File: config.mk
export PLATFORM = sky130hd
export DESIGN_NAME = rca_commit_unit
export DESIGN_NICKNAME = d
export VERILOG_FILES = /design/src/rtl/rca_commit_unit.sv
export SDC_FILE = /design/constraint.sdc
export NUM_CORES = 1
export LEC_CHECK = 0
export BUFFER_PORTS_ARGS = -buffer_cell sky130_fd_sc_hd__buf_2
export CAP_MARGIN = 30
export CELL_PAD_IN_SITES_DETAIL_PLACEMENT = 1
export CELL_PAD_IN_SITES_GLOBAL_PLACEMENT = 2
export CORE_MARGIN = 8
export CORE_UTILIZATION = 40
export CTS_CLUSTER_DIAMETER = 200
export DETAILED_ROUTE_END_ITERATION = 7
export PLACE_DENSITY_LB_ADDON = 0.1
export SETUP_SLACK_MARGIN = 0.4
export SYNTH_ARGS = -nofsm -noshare
export SYNTH_HDL_FRONTEND = slang
export SYNTH_SLANG_ARGS = --single-unit
export TNS_END_PERCENT = 100
File: constraint.sdc
create_clock -name clk -period 6.55 [get_ports clk]
set_clock_uncertainty 0.15 [all_clocks]
set_input_delay 0.3275 -clock clk [delete_from_list [all_inputs] [get_ports clk]]
set_output_delay 0.3275 -clock clk [all_outputs]
set_load 0.1 [all_outputs]
File: src/rtl/rca_commit_unit.sv
// rtl/rca_commit_unit.sv - RCA result buffer and one-per-cycle retire/writeback stage
// Results queue in order, retire on rf_grant, and reach the register file one cycle later.
module rca_commit_unit #(
  parameter int NUM_WRITE_PORTS = 2,
  parameter int ID_W            = 3,
  parameter int FIFO_DEPTH      = 4,
  parameter int XLEN            = 32
) (
  input  logic                            clk,
  input  logic                            rst_n,
  input  logic                            result_valid,
  output logic                            result_ready,
  input  logic [ID_W-1:0]                 result_id,
  input  logic [NUM_WRITE_PORTS*XLEN-1:0] result_data,
  input  logic [NUM_WRITE_PORTS-1:0]      result_we,
  input  logic                            rf_grant,
  output logic                            rca_retired,
  output logic [ID_W-1:0]                 rca_id_retiring,
  input  logic [NUM_WRITE_PORTS*5-1:0]    rca_retired_rd_addrs,
  input  logic [ID_W-1:0]                 rca_id_for_rds,
  output logic [NUM_WRITE_PORTS-1:0]      rf_we,
  output logic [NUM_WRITE_PORTS*5-1:0]    rf_waddr,
  output logic [NUM_WRITE_PORTS*XLEN-1:0] rf_wdata,
  output logic                            rf_clear_inuse,
  output logic [$clog2(FIFO_DEPTH):0]     fifo_count,
  output logic                            dup_id_error
);

  localparam int PTR_W = $clog2(FIFO_DEPTH);
  localparam int CNT_W = PTR_W + 1;

  logic [ID_W-1:0]                 id_q   [FIFO_DEPTH];
  logic [ID_W-1:0]                 id_d   [FIFO_DEPTH];
  logic [NUM_WRITE_PORTS*XLEN-1:0] data_q [FIFO_DEPTH];
  logic [NUM_WRITE_PORTS*XLEN-1:0] data_d [FIFO_DEPTH];
  logic [NUM_WRITE_PORTS-1:0]      we_q   [FIFO_DEPTH];
  logic [NUM_WRITE_PORTS-1:0]      we_d   [FIFO_DEPTH];
  logic [FIFO_DEPTH-1:0]           slot_valid_q, slot_valid_d;
  logic [PTR_W-1:0]                wr_ptr_q, wr_ptr_d;
  logic [PTR_W-1:0]                rd_ptr_q, rd_ptr_d;
  logic [CNT_W-1:0]                count_q, count_d;

  logic                            wb_valid_q, wb_valid_d;
  logic [ID_W-1:0]                 wb_id_q, wb_id_d;
  logic [NUM_WRITE_PORTS*XLEN-1:0] wb_data_q, wb_data_d;
  logic [NUM_WRITE_PORTS-1:0]      wb_we_q, wb_we_d;
  logic [NUM_WRITE_PORTS*5-1:0]    wb_addr_q, wb_addr_d;
  logic                            wb_match_q, wb_match_d;
  logic                            dup_q, dup_d;

  logic empty, full, push, retire, dup_hit;
  logic [ID_W-1:0] head_id;
  logic [NUM_WRITE_PORTS-1:0] base_we;

  assign empty   = (count_q == '0);
  assign full    = (count_q == CNT_W'(FIFO_DEPTH));
  assign push    = result_valid & ~full;
  assign retire  = ~empty & rf_grant;
  assign head_id = id_q[rd_ptr_q];

  // Duplicate check covers both buffered entries and the result sitting in writeback.
  always_comb begin
    dup_hit = wb_valid_q && (wb_id_q == result_id);
    for (int k = 0; k < FIFO_DEPTH; k++) begin
      if (slot_valid_q[k] && (id_q[k] == result_id)) dup_hit = 1'b1;
    end
  end

  always_comb begin
    id_d         = id_q;
    data_d       = data_q;
    we_d         = we_q;
    slot_valid_d = slot_valid_q;
    wr_ptr_d     = wr_ptr_q;
    rd_ptr_d     = rd_ptr_q;
    count_d      = count_q;
    wb_valid_d   = retire;
    wb_id_d      = wb_id_q;
    wb_data_d    = wb_data_q;
    wb_we_d      = wb_we_q;
    wb_addr_d    = wb_addr_q;
    wb_match_d   = wb_match_q;
    dup_d        = dup_q | (push & dup_hit);

    if (push) begin
      id_d[wr_ptr_q]         = result_id;
      data_d[wr_ptr_q]       = result_data;
      we_d[wr_ptr_q]         = result_we;
      slot_valid_d[wr_ptr_q] = 1'b1;
      wr_ptr_d               = wr_ptr_q + PTR_W'(1);
    end

    if (retire) begin
      slot_valid_d[rd_ptr_q] = 1'b0;
      rd_ptr_d               = rd_ptr_q + PTR_W'(1);
      wb_id_d                = head_id;
      wb_data_d              = data_q[rd_ptr_q];
      wb_we_d                = we_q[rd_ptr_q];
      wb_addr_d              = rca_retired_rd_addrs;
      wb_match_d             = (rca_id_for_rds == head_id);
    end

    case ({push, retire})
      2'b10:   count_d = count_q + CNT_W'(1);
      2'b01:   count_d = count_q - CNT_W'(1);
      default: count_d = count_q;
    endcase
  end

  always_ff @(posedge clk or negedge rst_n) begin
    if (!rst_n) begin
      for (int k = 0; k < FIFO_DEPTH; k++) begin
        id_q[k]   <= '0;
        data_q[k] <= '0;
        we_q[k]   <= '0;
      end
      slot_valid_q <= '0;
      wr_ptr_q     <= '0;
      rd_ptr_q     <= '0;
      count_q      <= '0;
      wb_valid_q   <= 1'b0;
      wb_id_q      <= '0;
      wb_data_q    <= '0;
      wb_we_q      <= '0;
      wb_addr_q    <= '0;
      wb_match_q   <= 1'b0;
      dup_q        <= 1'b0;
    end else begin
      id_q         <= id_d;
      data_q       <= data_d;
      we_q         <= we_d;
      slot_valid_q <= slot_valid_d;
      wr_ptr_q     <= wr_ptr_d;
      rd_ptr_q     <= rd_ptr_d;
      count_q      <= count_d;
      wb_valid_q   <= wb_valid_d;
      wb_id_q      <= wb_id_d;
      wb_data_q    <= wb_data_d;
      wb_we_q      <= wb_we_d;
      wb_addr_q    <= wb_addr_d;
      wb_match_q   <= wb_match_d;
      dup_q        <= dup_d;
    end
  end

  // x0 is never written; when two ports share an rd the highest-index one wins.
  always_comb begin
    for (int i = 0; i < NUM_WRITE_PORTS; i++) begin
      base_we[i] = wb_valid_q & wb_we_q[i] & (wb_addr_q[i*5 +: 5] != 5'd0);
    end
    rf_we = base_we;
    for (int i = 0; i < NUM_WRITE_PORTS; i++) begin
      for (int j = i + 1; j < NUM_WRITE_PORTS; j++) begin
        if (base_we[j] && (wb_addr_q[j*5 +: 5] == wb_addr_q[i*5 +: 5])) rf_we[i] = 1'b0;
      end
    end
  end

  assign result_ready    = ~full;
  assign rca_retired     = retire;
  assign rca_id_retiring = empty ? '0 : head_id;
  assign rf_waddr        = wb_addr_q;
  assign rf_wdata        = wb_data_q;
  assign rf_clear_inuse  = wb_valid_q & wb_match_q;
  assign fifo_count      = count_q;
  assign dup_id_error    = dup_q;

endmodule

== Word level (Yosys, flattened, before mapping) ==
Cells that the tools add are included.

* ROM bits: 0
* Bits of input ports: 86
* Memory bits (writable): 0
* Word-level logic and storage cells: 104
* Register bits: 369
* Latch bits: 0
* Memories: 0

* Multiply operators: 0
* Shift operators: 0
* Div/mod/pow operators: 0
* Equality and inequality tests: 10
* $lt $le $gt $ge: 7
* Add/subtract/negate cells: 4
* Multiplexer cells: 31
* Reduce and logical (&&, ||, !) cells: 13
* Bitwise logic cells: 16

{| class="wikitable"
|+ Operator list
! cell !! number
|-
| bitwise mux 256 bit || 1
|-
| 2-to-1 mux 64 bit || 3
|-
| binary-select mux 64 bit (select 2 bit) || 1
|-
| demux 64 bit (select 2 bit) || 1
|-
| equality test 3 bit || 6
|-
| bitwise mux 12 bit || 1
|-
| 2-to-1 mux 3 bit || 4
|-
| nonzero test 5 bit || 2
|-
| logical AND 1 bit || 9
|-
| bitwise AND 1 bit || 8
|-
| bitwise mux 8 bit || 1
|-
| 2-to-1 mux 4 bit || 2
|-
| 2-to-1 mux 1 bit || 7
|-
| binary-select mux 3 bit (select 2 bit) || 1
|-
| demux 3 bit (select 2 bit) || 1
|-
| >= comparator 3 bit (second input constant) || 2
|-
| < comparator 2 x 3 -> 1 bit (second input constant) || 2
|-
| 2-to-1 mux 2 bit || 3
|-
| NOT 2 -> 3 bit || 2
|-
| case mux 3 bit (2 select lines) || 1
|-
| equality test 5 bit || 1
|-
| adder 2 x 1 -> 2 bit (second input constant) || 2
|-
| bitwise AND 4 bit || 1
|-
| binary-select mux 2 bit (select 2 bit) || 1
|-
| other kinds (15) || 18
|}

== Longest topological paths before layout ==
* Depth after elaboration: 8
* Depth in mapped cells: 11
* Mapped depth without buffers: 9

== Worst setup path before layout ==
OpenSTA, ideal clock, no wires.

* Path kind: register to register
* From: register count_q[0], in the netlist fifo_count[0]
* To: register count_q[2], in the netlist fifo_count[2]
* Required time: 6.236 ns
* Arrival: 3.903 ns
* Setup slack: 2.333 ns
* Path buffers: 2
* Stages on the path, launching flop included: 12
* Path through: dfrtp_1 -> nor3_1 -> nand2b_1 -> inv_1 -> clkbuf_1 -> clkbuf_1 -> ha_1 -> inv_1 -> fa_1 -> xor2_1 -> nor2_1 -> xor2_1

* Longest elaborated chain between the ends: 5
* Elaborated cells between the ends (all ways): 12

{| class="wikitable"
|+ Ends and longest elaborated chain
! element !! RTL line !! source
|-
| from (decl) || 41 || <nowiki>logic [CNT_W-1:0] count_q, count_d;</nowiki>
|-
| from (signal assigned) || 135 || <nowiki>count_q <= count_d;</nowiki>
|-
| logical NOT 3 bit * || 55 || <nowiki>assign empty = (count_q == '0);</nowiki>
|-
| NOT 1 bit * || 58 || <nowiki>assign retire = ~empty & rf_grant;</nowiki>
|-
| bitwise AND 1 bit * || 58 ||
|-
| via rca_retired || 17 || <nowiki>output logic rca_retired,</nowiki>
|-
| equality test 2 x 1 -> 1 bit or equality test 2 bit (tied branches) || 103 || <nowiki>case ({push, retire})</nowiki>
|-
| case mux 3 bit (2 select lines) or nonzero test 2 bit (tied branches) || n/a ||
|}

Mark *: on every way through the listed nets, which the timed path passes. The rest lies on a longest branch.
A chain may end at the register's enable or synchronous reset.

== Worst setup path after layout ==
* From: register count_q[0], in the netlist fifo_count[0]
* To: output rca_retired

* Longest elaborated chain between the ends: 3

{| class="wikitable"
|+ Ends and longest elaborated chain
! element !! RTL line
|-
| logical NOT 3 bit || 55
|-
| NOT 1 bit || 58
|-
| bitwise AND 1 bit || 58
|-
| to (decl) || 17
|}

Every way passes these cells.

==> out/qor.txt <==
Outcome -> finished, final reports clean
Avg Inst Size Synth -> 14.2 sq um
Final setup violation count -> 0
Worst path slowest cell -> clkinv_2
ANT nets after route -> 0
Post-CTS setup buffer count -> 0
Layout area overhead -> 22.2%
Initial Utilization -> 40.2%
Clock Tree Root -> clkbuf_16
Worst path required time -> 6070 ps
Synth unique cells -> 33
IR drop worst, VDD -> 0.000284 V
Final hold vios -> 0
Worst Setup Start Kind -> flip-flop
Yosys reg bits -> 369
P_sw -> 4.82 mW
Routed wire length -> 39000 um
Pin count of the biggest net entering global routing -> 156
Clk slew on worst S/H paths -> 60 ps
WL/cell -> 20.4 um
GP Congestion -> 0.688
CTS tree -> built
Sequential-to-total area share from yosys stat -> 58.3%
Total grt overflow -> 0
Fin nets -> 1455
RSZ-0062 raised after global routing -> no
Yosys warns -> 0
Die H -> 215 um
Pre-antenna DRT Iters -> 4
Critical path class -> flip-flop to output port
Achievable frequency -> 244 MHz
Fraction of layout cells with a size suffix above 1 -> 41.5%
PortBufs -> 171
DRC violations left -> 0
Power Dens Cells -> 602 nW/um^2
FILL cells -> 3979
Hold Crit Class -> primary input to flip-flop
Cell count after synthesis -> 1118
Clock insertion delay at the later pin of the skew report -> 550 ps
Worst slew pin tran -> 905 ps
Max-Cap Viols -> 0
Area of the core -> 39400 sq um
Clock sink count -> 369
Total CTS buffers -> 42
H-tree Lvls -> 2
Setup TNS -> 0 ps
HPWL after DPL -> 23900 um
Vias in the first global route -> 10900
Relative slew margins -> 39.6%
Top Ports -> 172
Die area -> 46200 sq um
Vias -> 9596
Final core occ -> 49.1%
Switching portion of total power -> 41.4%
CP peak stage delay -> 870 ps
CP arrival -> 3630 ps
Clock network power share -> 19.8%
FP Rows -> 73
Crit. End Element -> output port
Final hold slack -> 40.2 ps
Initial antenna violation count -> 1
Final Max Tran Viols -> 0
DR vias/cell -> 5.01
P_leak -> 8.90 nW
Area of the mapped netlist -> 15800 sq um
Tmin final -> 4100 ps
Final period utilization -> 62.7%
Clk buf depth -> 3
Crit-path max FO -> 49
Tot GR Track Use -> 17.4%
Combinational fraction of design power -> 44.7%
Flop pwr share -> 35.5%
Syn Nets -> 1214
CP Cell Sequence -> nor3_1, nand2b_4, clkinv_2, buf_2
Initial DRC Count -> 443
Die width -> 215 um
Internal power -> 6.82 mW
Global-route wire length before repair -> 64600 um
cells in the mapped netlist:
cell type / number / area, sq um
nor3_1: 2 / 10.0
xor2_1: 9 / 78.8
and2_1: 1 / 6.26
a21boi_2: 1 / 11.3
mux2i_1: 9 / 90.1
o311a_1: 1 / 10.0
a2bb2oi_1: 1 / 8.76
fa_1: 1 / 20.0
mux2_2: 257 / 2890
buf_2: 44 / 220
nand3_1: 2 / 10.0
a21oi_1: 8 / 40.0
buf_1: 2 / 7.51
nor2_1: 6 / 22.5
clkbuf_1: 14 / 52.6
buf_6: 4 / 45.0
nand2b_1: 1 / 6.26
ha_1: 9 / 113
o21ai_0: 5 / 25.0
nand2_2: 2 / 12.5
a31oi_1: 1 / 6.26
inv_1: 10 / 37.5
mux4_2: 66 / 1490
dfrtp_1: 369 / 9230
nand2_1: 243 / 912
o41ai_1: 1 / 8.76
xnor2_1: 19 / 166
or4_1: 1 / 7.51
mux2_1: 20 / 225
or3_1: 1 / 6.26
o211ai_1: 1 / 7.51
buf_4: 2 / 15.0
nand4_1: 5 / 31.3
area by class of cell:
type	instances	area [sq um]	share of cell area [%]
antenna	1	2.50	0.0129
inverter	10	38.8	0.200
clock inverter	9	98.8	0.511
sequential	369	9240	47.8
timing repair buffer	263	1800	9.31
tap	525	657	3.40
clock buffer	65	1260	6.51
multi-input combinational	673	6250	32.3
state kept, by name (all words and copies together), names as in the netlist:
name	flops
data_q	256
dup_id_error	1
fifo_count	3
id_q	12
rd_ptr_q	2
rf_waddr	10
rf_wdata	64
slot_valid_q	4
wb_id_q	3
wb_match_q	1
wb_valid_q	1
wb_we_q	2
we_q	8
wr_ptr_q	2
power by group through the flow:
stage / Sequential, mW / Combinational (mW) / Clock (mW)
4_1_cts: 4.14 / 5.30 / 2.39
6_report: 4.13 / 5.20 / 2.31
3_3_place_gp: 4.12 / 5.17 / 0
3_5_place_dp: 4.17 / 5.25 / 0
2_1_floorplan: 5.41 / 2.84 / 0
5_1_grt: 4.30 / 5.58 / 2.49
worst paths after layout:
path,endpoint,slack [ps],from,cells after the start
worst max-delay path,rca_retired,2450,fifo_count[0],4
worst max register to register,fifo_count[2],2610,fifo_count[0],9
min in group asynchronous,rf_waddr[2],310,rst_n,2
worst min register to register,rf_wdata[21],320,rf_wdata[21],2
max in group asynchronous,data_q[102],4610,rst_n,3
worst min-delay path,id_q[9],40,result_id[0],2
metal layers:
metal  GRT usage, %  wire length [um]  up-vias
met5              0                 0        -
met4           4.27               665        0
met3           2.98              1180       57
met2           28.9             19200      131
met1           23.5             17900     5019
li1               -                 -     4389
logic make-up (layout without fill, tap and decap cells):
family | after synthesis | count (layout) | synth area share (%)
XOR/XNOR | 28 | 28 | 1.55
buffers and inverters | 76 | 347 | 2.39
other | 0 | 1 | 0
adder cells (fa/ha/maj) | 10 | 10 | 0.838
flip-flops | 369 | 369 | 58.3
multiplexers | 352 | 352 | 29.7
AND/OR/NAND/NOR | 264 | 264 | 6.47
AO/OA/AOI/OAI | 19 | 19 | 0.743
cell usage in the layout (no fill, tap or decap), drive strengths merged, types with 2 or more instances in the layout:
cell         synthesis  layout
xnor2               19      19
nor2                 6       6
dlygate4sd3          0      80
bufinv               0       2
nand3                2       2
xor2                 9       9
ha                   9       9
buf                 52     183
o21ai                5       5
a21oi                8       8
nand2              245     245
clkinv               0       7
mux4                66      66
inv                 10      10
mux2               277     277
mux2i                9       9
dfrtp              369     369
nor3                 2       2
clkbuf              14      65
nand4                5       5
what timing repair did:
action                    4_1_cts  5_1_grt
resized for setup               0        0
hold endpoints to repair      373        0
hold buffers                   80        0
per-stage QoR:
stage               cells  area, sq um  total power, mW  worst slack, ps
global placement     1758        17100             9.29             2000
global route         1915        19300             12.4             2140
finish               1915        19300             11.6             2450
CTS                  1914        19300             11.8             2280
detailed placement   1760        17200             9.42             2490
floorplan            1118        15800             8.26             2330
worst max-delay path, delay by kind of cell (launching register included):
kind	cells	cell delay (ps)
buffers and inverters	2	1450
DFF	1	440
and+or+nand+nor	2	1140
(Power assumes the default switching activity.)
